`config.mk`:
```
export PLATFORM = sky130hd
export DESIGN_NAME = wb_port_arbiter
export DESIGN_NICKNAME = d
export VERILOG_FILES = /design/src/rtl/wb_port_arbiter.sv
export SDC_FILE = /design/constraint.sdc
export NUM_CORES = 1
export LEC_CHECK = 0
export ABC_CLOCK_PERIOD_IN_PS = 6100
export BUFFER_PORTS_ARGS = -buffer_cell sky130_fd_sc_hd__buf_2
export CELL_PAD_IN_SITES_DETAIL_PLACEMENT = 1
export CELL_PAD_IN_SITES_GLOBAL_PLACEMENT = 1
export CORE_MARGIN = 2
export CORE_UTILIZATION = 44
export CTS_CLUSTER_DIAMETER = 200
export CTS_CLUSTER_SIZE = 20
export DETAILED_ROUTE_END_ITERATION = 16
export GPL_TIMING_DRIVEN = 0
export PLACE_DENSITY = 0.79
export SYNTH_ARGS = -nofsm -noshare
export SYNTH_HDL_FRONTEND = slang
export SYNTH_SLANG_ARGS = --single-unit
```
`constraint.sdc`:
```
create_clock -name clk -period 6.1 [get_ports clk]
set_input_delay 0.915 -clock clk [delete_from_list [all_inputs] [get_ports clk]]
set_output_delay 0.915 -clock clk [all_outputs]
set_load 0.02 [all_outputs]
```
`src/rtl/wb_port_arbiter.sv`:
```
// Register-file write-port arbiter: pipeline Wr stage has priority, aux results queue in a FIFO
// and drain on idle slots or by stealing a slot after STARVE_LIMIT denials. Optional macro: WB_FWD_EN.
module wb_port_arbiter #(
    parameter int DEPTH        = 2,
    parameter int STARVE_LIMIT = 4
) (
    input  logic        clk,
    input  logic        reset,
    input  logic        pipe_wr_en,
    input  logic [4:0]  pipe_rw,
    input  logic [31:0] pipe_busW,
    input  logic        aux_valid,
    output logic        aux_ready,
    input  logic [4:0]  aux_rw,
    input  logic [31:0] aux_data,
    output logic        stall_pipe,
    output logic        pending,
    output logic        rf_we,
    output logic [4:0]  rf_rw,
    output logic [31:0] rf_busW
`ifdef WB_FWD_EN
    ,
    input  logic [4:0]  fwd_rs,
    output logic        fwd_hit,
    output logic [31:0] fwd_data
`endif
);

    localparam int AW   = $clog2(DEPTH);
    localparam int CNTW = AW + 1;
    localparam int CW   = $clog2(STARVE_LIMIT + 1);
    localparam logic [CW-1:0]   LIMIT = CW'(STARVE_LIMIT);
    localparam logic [CNTW-1:0] FULL  = CNTW'(DEPTH);

    typedef enum logic {S_NORM, S_STEAL} state_t;

    state_t           state_q, state_d;
    logic [CW-1:0]    wait_q, wait_d;
    logic [AW-1:0]    wr_ptr_q, wr_ptr_d, rd_ptr_q, rd_ptr_d;
    logic [CNTW-1:0]  count_q, count_d;
    logic             rf_we_q, rf_we_d;
    logic [4:0]       rf_rw_q, rf_rw_d;
    logic [31:0]      rf_busW_q, rf_busW_d;
    logic [4:0]       mem_rw_q   [DEPTH];
    logic [31:0]      mem_data_q [DEPTH];

    logic full, empty, pipe_busy, push_acc, push, pop;

    assign full      = (count_q == FULL);
    assign empty     = (count_q == '0);
    assign pipe_busy = pipe_wr_en && (pipe_rw != 5'd0);
    assign aux_ready = !full && !reset;
    assign push_acc  = aux_valid && aux_ready;
    // r0 results complete the handshake but are never stored
    assign push      = push_acc && (aux_rw != 5'd0);
    assign pending   = !empty;

    always_ff @(posedge clk) begin
        if (reset) begin
            state_q   <= S_NORM;
            wait_q    <= '0;
            wr_ptr_q  <= '0;
            rd_ptr_q  <= '0;
            count_q   <= '0;
            rf_we_q   <= 1'b0;
            rf_rw_q   <= '0;
            rf_busW_q <= '0;
        end else begin
            state_q   <= state_d;
            wait_q    <= wait_d;
            wr_ptr_q  <= wr_ptr_d;
            rd_ptr_q  <= rd_ptr_d;
            count_q   <= count_d;
            rf_we_q   <= rf_we_d;
            rf_rw_q   <= rf_rw_d;
            rf_busW_q <= rf_busW_d;
        end
    end

    always_ff @(posedge clk) begin
        if (push) begin
            mem_rw_q[wr_ptr_q]   <= aux_rw;
            mem_data_q[wr_ptr_q] <= aux_data;
        end
    end

    always_comb begin
        state_d = state_q;
        case (state_q)
            S_NORM:  if (pipe_busy && !empty && wait_d == LIMIT) state_d = S_STEAL;
            S_STEAL: state_d = S_NORM;
            default: state_d = S_NORM;
        endcase
    end

    always_comb begin
        stall_pipe = (state_q == S_STEAL);
        pop        = stall_pipe ? !empty : (!pipe_busy && !empty);
    end

    always_comb begin
        rf_we_d   = 1'b0;
        rf_rw_d   = rf_rw_q;
        rf_busW_d = rf_busW_q;
        wait_d    = '0;
        if (pop) begin
            rf_we_d   = 1'b1;
            rf_rw_d   = mem_rw_q[rd_ptr_q];
            rf_busW_d = mem_data_q[rd_ptr_q];
        end else if (!stall_pipe && pipe_busy) begin
            rf_we_d   = 1'b1;
            rf_rw_d   = pipe_rw;
            rf_busW_d = pipe_busW;
            if (!empty) wait_d = (wait_q == LIMIT) ? wait_q : wait_q + CW'(1);
        end
    end

    always_comb begin
        wr_ptr_d = push ? wr_ptr_q + AW'(1) : wr_ptr_q;
        rd_ptr_d = pop  ? rd_ptr_q + AW'(1) : rd_ptr_q;
        count_d  = count_q;
        case ({push, pop})
            2'b10:   count_d = count_q + CNTW'(1);
            2'b01:   count_d = count_q - CNTW'(1);
            default: count_d = count_q;
        endcase
    end

    assign rf_we   = rf_we_q;
    assign rf_rw   = rf_rw_q;
    assign rf_busW = rf_busW_q;

`ifdef WB_FWD_EN
    // Walk oldest to newest so the last match is the youngest entry
    always_comb begin : fwd_lookup
        logic [AW-1:0] idx;
        idx      = rd_ptr_q;
        fwd_hit  = 1'b0;
        fwd_data = '0;
        for (int i = 0; i < DEPTH; i++) begin
            idx = rd_ptr_q + AW'(i);
            if (CNTW'(i) < count_q && fwd_rs != 5'd0 && mem_rw_q[idx] == fwd_rs) begin
                fwd_hit  = 1'b1;
                fwd_data = mem_data_q[idx];
            end
        end
    end
`endif

endmodule

```
==> summary.md <==
| Metric | Value |
|---|---|
| Outcome | `finished, final reports clean` |
| Hold buffer count at cts | `0` |
| Slew @ Worst Pin | `0.6835 ns` |
| Row cnt | `37` |
| Startpoint types | `flop` |
| Die X-Extent | `107.1 um` |
| H-tree levels | `4` |
| Clock insertion delay at the later pin of the skew report | `0.51 ns` |
| Chip height | `between 100 and 150 um` |
| Sequential fraction of the synthesis area | `0.6761` |
| Synthesized area per cell | `between 10 and 15 um2` |
| Leakage | `2.376 nW` |
| Pins Over Slew Limit | `0` |
| Final setup violating endpoints | `0` |
| Largest net degree at the start of global routing | `26` |
| Yosys warning count | `0` |
| Port Buf Inserts | `117` |
| Placed Cells | `635` |
| DR vias/cell | `5.292` |
| Post-route ant nets | `0` |
| Final min period | `about 3.3 ns` |
| GPL Wtd Cong | `0.7198` |
| Flops & latches, synth | `121` |
| WP data arrival | `2.36 ns` |
| CTS clk-pin slew, worst paths | `0.05 ns` |
| Slew HR | `0.5424` |
| Root buffer cell | `clkbuf_8` |
| Hold Crit Class | `flop to flop` |
| Synth Instances | `380` |
| Placed inst area | `0.005497 mm2` |
| VDD IR-drop max | `0.0002130 V` |
| First-pass GRT wire length | `19850 um` |
| Final WS setup | `2.829 ns` |
| CTS tree | `done` |
| Die ar. | `0.01147 mm2` |
| Hold Violations, Final | `0` |
| Final period utilization | `0.5363` |
| Share of layout cells above drive strength 1 | `0.3032` |
| Layout area overhead | `31.83%` |
| Final design utilization | `0.5974` |
| Vias | `3530` |
| DR pass1 iterations | `4` |
| Final instance count without filler cells | `between 600 and 700` |
| Power, Total | `2.857 mW` |
| Pre-CTS setup slack | `2.860 ns` |
| TritonCTS Buffers | `17` |
| Fin area | `0.006167 mm2` |
| Setup bufs post-CTS | `0` |
| Worst-path maximum fanout | `10` |
| Worst Path Required | `5.18 ns` |
| HPWL after DPL | `roughly 8500 um` |
| Post_cts resized | `0` |
| Synth Cell Area | `0.004678 mm2` |
| Max cap viols | `0` |
| Core area | `0.01032 mm2` |
| Clock Sink Count | `121` |
| Clk buf depth | `2` |
| Net Count, Synth | `461` |
| Crit. End Element | `output port` |
| Hold_ws | `0.5427 ns` |
| Final wirelength | `12620 um` |
| Post-synth top area share | `0.4750` |
| Drt wl/cell | `18.91 um` |
| Initial Util | `0.4532` |
| Vias in the first global route | `3768` |
| Post-route setup TNS | `0 ns` |
| Synth area leaders | `edfxtp_1 47%, dfxtp_1 20%, mux2i_1 8.1%` |
| Initial antenna violation count | `0` |
| Total grt overflow | `0` |
| Power per cell area | `463.3 mW/mm2` |
| GR Util All Layers | `0.2317` |
| Worst Clk Skew | `between 0.01 and 0.015 ns` |
| Crit Path Class | `flop to output port` |
| Initial DRC count | `141` |
| # IOs | `119` |
| NumNets Final | `around 600` |
| Achievable Freq | `305.7 MHz` |
| RSZ-0062 raised after global routing | `no` |
| Ant diodes | `0` |
| Area leader, netlist | `edfxtp_1` |
| DR DRC count | `0` |
| Unique cell type count in the Yosys netlist | `28` |
| Filler Cell Count | `1120` |
==> worst max-delay path: stages (launching register included) <==
cell      delay (ns)
dfxtp_1         0.42
nor2_1          0.14
inv_1           0.14
clkbuf_1        0.44
clkbuf_1        0.45
buf_2           0.26
==> synth_stat cells, drive strengths merged <==
library cell  instances
dfxtp                47
mux2                  1
nor3b                 1
xor2                  1
o21a                  1
mux2i                38
edfxtp               74
o211ai               38
inv                   6
or3                   2
nand2b                1
clkbuf               17
nand2                77
nor3                  2
or4                   2
o21ai                 3
nand3b                1
ha                    3
nor2                 10
o21bai                1
nor2b                 1
xnor2                 1
buf                   9
a21oi                43
==> cell families (layout without fill, tap and decap cells) <==
kind of cell	Yosys count	count (layout)	share of synthesized area
buf+inv	32	183	0.03049
fa+ha+maj	3	3	0.008024
flops	121	121	0.6761
simple gates	97	97	0.08452
compound gates	86	86	0.1134
mux	39	39	0.08371
xor+xnor	2	2	0.003745
==> registers in the layout (all words and copies together), names as in the netlist, named ones only <==
signal      count
wait_q          3
count_q         2
mem_rw_q       10
stall_pipe      1
rd_ptr_q        1
rf_rw           5
mem_data_q     64
rf_busW        32
wr_ptr_q        1
rf_we           1
==> where the power goes <==
group / internal [mW] / switching, mW
logic: 0.236 / 0.451
clock network: 0.786 / 0.360
registers: 0.976 / 0.0494
total: 2.00 / 0.860
==> placed cells by master (no fill, tap or decap), types with 3 or more instances in the layout <==
| cell type | netlist | layout |
|---|---|---|
| inv_1 | 6 | 6 |
| buf_2 | 6 | 123 |
| bufinv_16 | 0 | 7 |
| ha_1 | 3 | 3 |
| clkbuf_1 | 17 | 19 |
| nand2_1 | 77 | 77 |
| edfxtp_1 | 74 | 74 |
| o211ai_1 | 38 | 38 |
| clkbuf_16 | 0 | 16 |
| dfxtp_1 | 47 | 47 |
| a21oi_1 | 43 | 43 |
| nor2_1 | 10 | 8 |
| mux2i_1 | 38 | 38 |
==> per-layer routing <==
layer | GRT usage | vias to the layer above | part of all wire
met3 | 0.05471 | 12 | 0.050
met5 | 0 | - | 0
met1 | 0.2776 | 1742 | 0.41
met2 | 0.4046 | 117 | 0.52
met4 | 0.08534 | 0 | 0.014
li1 | - | 1659 | -
==> cell type report <==
class	instances	area, um2	area share
plain buffers	26	120.1	0.01948
clock buffers	19	421.7	0.06837
clock inverters	13	249.0	0.04037
inverters	6	22.52	0.003652
multi-input cells	227	1388	0.2250
flip-flops and latches	121	3163	0.5129
well taps	136	170.2	0.02759
repair buffers	119	633.1	0.1027
==> worst paths after layout <==
path / start / to / slack, ns / depth (start not counted)
worst max-delay path: count_q[0] / pending / 2.83 / 5
worst min-delay path: wr_ptr_q / wr_ptr_q / 0.54 / 1
worst max register to register: stall_pipe / count_q[1] / 3.51 / 9
worst min register to register: wr_ptr_q / wr_ptr_q / 0.54 / 1
Power figures use the tool's default switching activity.
